==> config.mk <==
export PLATFORM = sky130hd
export DESIGN_NAME = power_sequencer
export DESIGN_NICKNAME = d
export VERILOG_FILES = /design/src/rtl/power_sequencer.sv
export SDC_FILE = /design/constraint.sdc
export NUM_CORES = 1
export LEC_CHECK = 0
export ABC_AREA = 1
export ABC_CLOCK_PERIOD_IN_PS = 3700
export BUFFER_PORTS_ARGS = -buffer_cell sky130_fd_sc_hd__buf_2
export CAP_MARGIN = 0
export CORE_ASPECT_RATIO = 0.6
export CORE_UTILIZATION = 45
export CTS_BUF_LIST = sky130_fd_sc_hd__clkbuf_4
export CTS_CLUSTER_SIZE = 10
export DETAILED_ROUTE_END_ITERATION = 10
export GPL_TIMING_DRIVEN = 0
export PLACE_DENSITY = 0.65
export SETUP_SLACK_MARGIN = 0.1
export SLEW_MARGIN = 30
export SYNTH_ARGS = -nofsm -noshare
export SYNTH_HDL_FRONTEND = slang
export SYNTH_SLANG_ARGS = --single-unit
==> constraint.sdc <==
create_clock -name clk -period 3.7 [get_ports clk]
set_input_delay 1.11 -clock clk [delete_from_list [all_inputs] [get_ports clk]]
set_output_delay 1.11 -clock clk [all_outputs]
set_load 0.01 [all_outputs]
==> src/rtl/power_sequencer.sv <==
// ============================================================================
// power_sequencer : FPGA rail power-up/down sequencer with fault shutdown
// Rev 1.0
// ============================================================================
`default_nettype none

module power_sequencer #(
   parameter int TW = 16
) (
   input  logic          clk,
   input  logic          n_rst,
   input  logic          cmd_on,
   input  logic          cmd_off,
   input  logic          clr_fault,
   input  logic          fault,
   input  logic [TW-1:0] settle_cyc,
   output logic          off_vcore_fpga,
   output logic          off_vdigital_fpga,
   output logic          functional,
   output logic [3:0]    state,
   output logic          busy,
   output logic          pwr_good
);

   typedef enum logic [3:0] {
      OFF      = 4'd0,
      UP_VCORE = 4'd1,
      UP_VDIG  = 4'd2,
      UP_FUNC  = 4'd3,
      ON       = 4'd4,
      DN_FUNC  = 4'd5,
      DN_VDIG  = 4'd6,
      DN_VCORE = 4'd7,
      FAULT    = 4'd8
   } state_t;

   state_t        state_q, state_d;
   logic [TW-1:0] timer_q, timer_d;
   logic          fault_meta_q, fault_s_q;
   logic          vcore_off_q, vcore_off_d;
   logic          vdig_off_q, vdig_off_d;
   logic          func_q, func_d;
   logic          busy_q, busy_d;
   logic          pwr_good_q, pwr_good_d;
   logic          expired;
   logic [TW-1:0] load_val;

   assign expired  = (timer_q <= TW'(1));
   assign load_val = (settle_cyc == '0) ? TW'(1) : settle_cyc;

   always_comb begin
      state_d = state_q;
      timer_d = (timer_q != '0) ? timer_q - TW'(1) : '0;

      if (fault_s_q && state_q != FAULT) begin
         state_d = FAULT;
         timer_d = '0;
      end else begin
         case (state_q)
            OFF: begin
               // cmd_off wins a tie with cmd_on, and OFF has nothing to do for it
               if (cmd_on && !cmd_off) begin
                  state_d = UP_VCORE;
                  timer_d = load_val;
               end
            end
            UP_VCORE: begin
               if (cmd_off) begin
                  state_d = DN_VDIG;
                  timer_d = load_val;
               end else if (expired) begin
                  state_d = UP_VDIG;
                  timer_d = load_val;
               end
            end
            UP_VDIG, UP_FUNC, ON: begin
               if (cmd_off) begin
                  state_d = DN_FUNC;
                  timer_d = load_val;
               end else if (state_q == UP_VDIG && expired) begin
                  state_d = UP_FUNC;
                  timer_d = load_val;
               end else if (state_q == UP_FUNC && expired) begin
                  state_d = ON;
                  timer_d = '0;
               end
            end
            DN_FUNC: begin
               if (expired) begin
                  state_d = DN_VDIG;
                  timer_d = load_val;
               end
            end
            DN_VDIG: begin
               if (expired) begin
                  state_d = DN_VCORE;
                  timer_d = load_val;
               end
            end
            DN_VCORE: begin
               if (expired) begin
                  state_d = OFF;
                  timer_d = '0;
               end
            end
            FAULT: begin
               if (clr_fault && !fault_s_q) state_d = OFF;
            end
            default: begin
               state_d = FAULT;
               timer_d = '0;
            end
         endcase
      end
   end

   // Outputs decode the next state so they update on the same edge as state_q
   always_comb begin
      vcore_off_d = 1'b1;
      vdig_off_d  = 1'b1;
      func_d      = 1'b0;
      busy_d      = 1'b0;
      pwr_good_d  = 1'b0;
      case (state_d)
         UP_VCORE: begin vcore_off_d = 1'b0; busy_d = 1'b1; end
         UP_VDIG:  begin vcore_off_d = 1'b0; vdig_off_d = 1'b0; busy_d = 1'b1; end
         UP_FUNC:  begin vcore_off_d = 1'b0; vdig_off_d = 1'b0; func_d = 1'b1; busy_d = 1'b1; end
         ON:       begin vcore_off_d = 1'b0; vdig_off_d = 1'b0; func_d = 1'b1; pwr_good_d = 1'b1; end
         DN_FUNC:  begin vcore_off_d = 1'b0; vdig_off_d = 1'b0; busy_d = 1'b1; end
         DN_VDIG:  begin vcore_off_d = 1'b0; busy_d = 1'b1; end
         DN_VCORE: busy_d = 1'b1;
         default:  ;
      endcase
   end

   always_ff @(posedge clk or negedge n_rst) begin
      if (!n_rst) begin
         state_q      <= OFF;
         timer_q      <= '0;
         fault_meta_q <= 1'b0;
         fault_s_q    <= 1'b0;
         vcore_off_q  <= 1'b1;
         vdig_off_q   <= 1'b1;
         func_q       <= 1'b0;
         busy_q       <= 1'b0;
         pwr_good_q   <= 1'b0;
      end else begin
         state_q      <= state_d;
         timer_q      <= timer_d;
         fault_meta_q <= fault;
         fault_s_q    <= fault_meta_q;
         vcore_off_q  <= vcore_off_d;
         vdig_off_q   <= vdig_off_d;
         func_q       <= func_d;
         busy_q       <= busy_d;
         pwr_good_q   <= pwr_good_d;
      end
   end

   assign state             = state_q;
   assign off_vcore_fpga    = vcore_off_q;
   assign off_vdigital_fpga = vdig_off_q;
   assign functional        = func_q;
   assign busy              = busy_q;
   assign pwr_good          = pwr_good_q;

endmodule

`default_nettype wire

==> flow_metrics.env <==
export IMPL_ys_ff_latch=27
export IMPL_report_final_hold_viol_count=0
export IMPL_crit_chain="buf_2, inv_1, nand2_1, nor2_1, inv_1, nand4_2, buf_6, nand3_1, a21oi_1"
export IMPL_cap_violations=0
export IMPL_design_area_sq_um=2360
export IMPL_path_max_fanout=10
export IMPL_min_period_ns=2.19
export IMPL_critPathLaunchType="input pin"
export IMPL_vias=1995
export IMPL_fin_nets=346
export IMPL_drv_slew=0
export IMPL_fillers=423
export IMPL_cts_buffers=3
export IMPL_synth_distinct_cells=34
export IMPL_cts_buffer_depth=2
export IMPL_postPlaceCellArea_sq_um=2330
export IMPL_post_cts_resized=0
export IMPL_io_buffer_count=30
export IMPL_ant_nets=0
export IMPL_die_area_sq_um=4970
export IMPL_setup_tns_ns=0
export IMPL_ioPinCount=31
export IMPL_drc=0
export IMPL_vias_per_cell=5.25
export IMPL_core_sq_um=4300
export IMPL_critPathBufInv=4
export IMPL_antenna_found_initial=0
export IMPL_setup_worst_path_class="in2reg"
export IMPL_syn2layout_area_growth_pct=12.2
export IMPL_avgSynthCellArea_sq_um=7.37
export IMPL_die_y_microns=55.0
export IMPL_yosys_most_used_dff="dfrtp_1"
export IMPL_root_buffer="clkbuf_4"
export IMPL_power_density_nw_per_um2=693
export IMPL_wl_per_cell_microns=13.9
export IMPL_diodes=0
export IMPL_clock_sinks=27
export IMPL_worstPathRequired_ns=3.98
export IMPL_synth_nets=311
export IMPL_grt_pass1_wl_mm=8.48
export IMPL_slowest_stage="nor2_1"
export IMPL_layout_drive_gt1_share_pct=26.9
export IMPL_rsz0062_at_grt="false"
export IMPL_cp_top_family="simple AND/OR/NAND/NOR gates"
export IMPL_critical_path_arrival_ns=2.47
export IMPL_grt_max_degree=28
export IMPL_ys_warn_count=0
export IMPL_place_gp_congestion=0.951
export IMPL_yosysMostFrequentCell="nand2_1"
export IMPL_syn_inst=286
export IMPL_ys_seq_area_share_pct=32.2
export IMPL_hp_class="reg2reg"
export IMPL_post_route_period_util_pct=59.2
export IMPL_track_usage_pct=22.9
export IMPL_clock_fmax_ghz=0.456
export IMPL_status="complete, no violations"
export IMPL_worst_skew_pair_late_latency_ns=0.34
export IMPL_htreeDepth=1
export IMPL_critPathMaxStageDelay_ns=0.25
export IMPL_yosys_top_cells_count="51 x nand2_1, 35 x nand3_1, 33 x nor2_1"
export IMPL_wl_mm=5.29
export IMPL_peakVddDrop_mv=0.387
export IMPL_syn_area_sq_um=2110
export IMPL_seqCellArea_sq_um=678
export IMPL_dpl_hpwl_mm=4.38
export IMPL_finalClockSkew_ns=0.00324
export IMPL_slew_limit_headroom_pct=60.7
export IMPL_synth_edff_count=0
export IMPL_drt_initial_drc_count=175
export IMPL_async_flop_share_pct=100
export IMPL_leakage_nw=1.25
export IMPL_start_util_pct=49.0
export IMPL_synth_area_leaders="dfrtp_1 30%, nand2_1 9.1%, nand3_1 8.3%"
export IMPL_path_clk_slew_ns=0.16
export IMPL_dr_pass1_iters=5
export IMPL_grt_pass1_vias=1673
export IMPL_multi_input_area_sq_um=1250
export IMPL_synth_top_area_cell="dfrtp_1"
export IMPL_critPathMostFrequentCell="inv_1"
export IMPL_hold_slack_ns=0.378
export IMPL_die_w_microns=90.3
export IMPL_tritoncts="yes"
export IMPL_cts_hold_buffers=0
export IMPL_postCtsSetupBuffers=0
export IMPL_yosysTopAreaCellShare_pct=29.7
export IMPL_critPathCaptureType="flip-flop"
export IMPL_rr_worst_depth=11
export IMPL_path_depth=9
export IMPL_setup_violations=0
export IMPL_grt_overflow=0
export IMPL_fp_row_count=18
export IMPL_worst_pin_slew_ns=0.589
export IMPL_fin_util_pct=54.9
export IMPL_worstHoldPathCells=0
## path summary, 6_finish.rpt
kind	startpoint	end	slack [ns]
worst max-delay path	cmd_off	timer_q[13]	1.51
worst min-delay path	fault_meta_q	fault_s_q	0.38
worst max register to register	timer_q[0]	off_vcore_fpga	1.58
worst min register to register	fault_meta_q	fault_s_q	0.38
max in group asynchronous	n_rst	timer_q[12]	2.58
min in group asynchronous	n_rst	pwr_good	0.74
## cell type report
type / count / area share (%)
buffer: 3 / 1.11
clock buffer: 3 / 0.953
clock inverter: 1 / 0.371
inverter: 40 / 6.35
multi-input combinational: 216 / 53.0
sequential: 27 / 28.7
tap: 60 / 3.18
timing repair buffer: 30 / 6.35
## layout by cell type, fill, tap and decap left out, drive strengths merged
cell / synthesis / layout
a21oi: 21 / 21
and2: 1 / 1
buf: 2 / 32
clkbuf: 1 / 4
dfrtp: 25 / 25
dfstp: 2 / 2
ha: 3 / 3
inv: 40 / 41
nand2: 59 / 59
nand3: 41 / 41
nand3b: 1 / 1
nand4: 6 / 6
nor2: 51 / 51
nor3: 4 / 4
nor4: 5 / 5
o21ai: 10 / 10
o21bai: 2 / 2
or2: 1 / 1
xnor2: 4 / 4
xor2: 7 / 7
## logic make-up (layout without fill, tap and decap cells)
kind of cell / after synthesis / after routing / synth area share [%]
AO/OA/AOI/OAI: 33 / 33 / 9.32
XOR/XNOR: 11 / 11 / 4.57
adder cells (fa/ha/maj): 3 / 3 / 1.78
buffers and inverters: 43 / 77 / 8.37
flip-flops: 27 / 27 / 32.2
AND/OR/NAND/NOR: 169 / 169 / 43.8
## power breakdown
part	internal, mW	switching, mW	total (mW)
clock network	0.0443	0.101	0.146
logic	0.370	0.653	1.02
registers	0.378	0.0918	0.470
total	0.793	0.846	1.64
## per-stage QoR
step / worst slack (ns) / std cells / power (mW)
4_1_cts: 1.54 / 380 / 1.64
6_report: 1.51 / 380 / 1.64
2_1_floorplan: 1.63 / 286 / 1.26
3_5_place_dp: 1.17 / 376 / 1.48
5_1_grt: 1.39 / 380 / 1.79
3_3_place_gp: 1.17 / 376 / 1.47
## metal layers
metal | vias up | part of all wire, % | GRT usage, %
li1 | 1000 | - | -
met5 | - | 0 | 0
met1 | 918 | 55 | 37.5
met2 | 73 | 36 | 29.5
met4 | 0 | 0.49 | 3.23
met3 | 4 | 7.9 | 4.92
## registers in the layout, summed over array words and instances (netlist names)
register,count
timer_q,16
state,4
busy,1
fault_meta_q,1
fault_s_q,1
functional,1
off_vcore_fpga,1
off_vdigital_fpga,1
pwr_good,1
No activity file was read; power rests on OpenSTA's default activity.
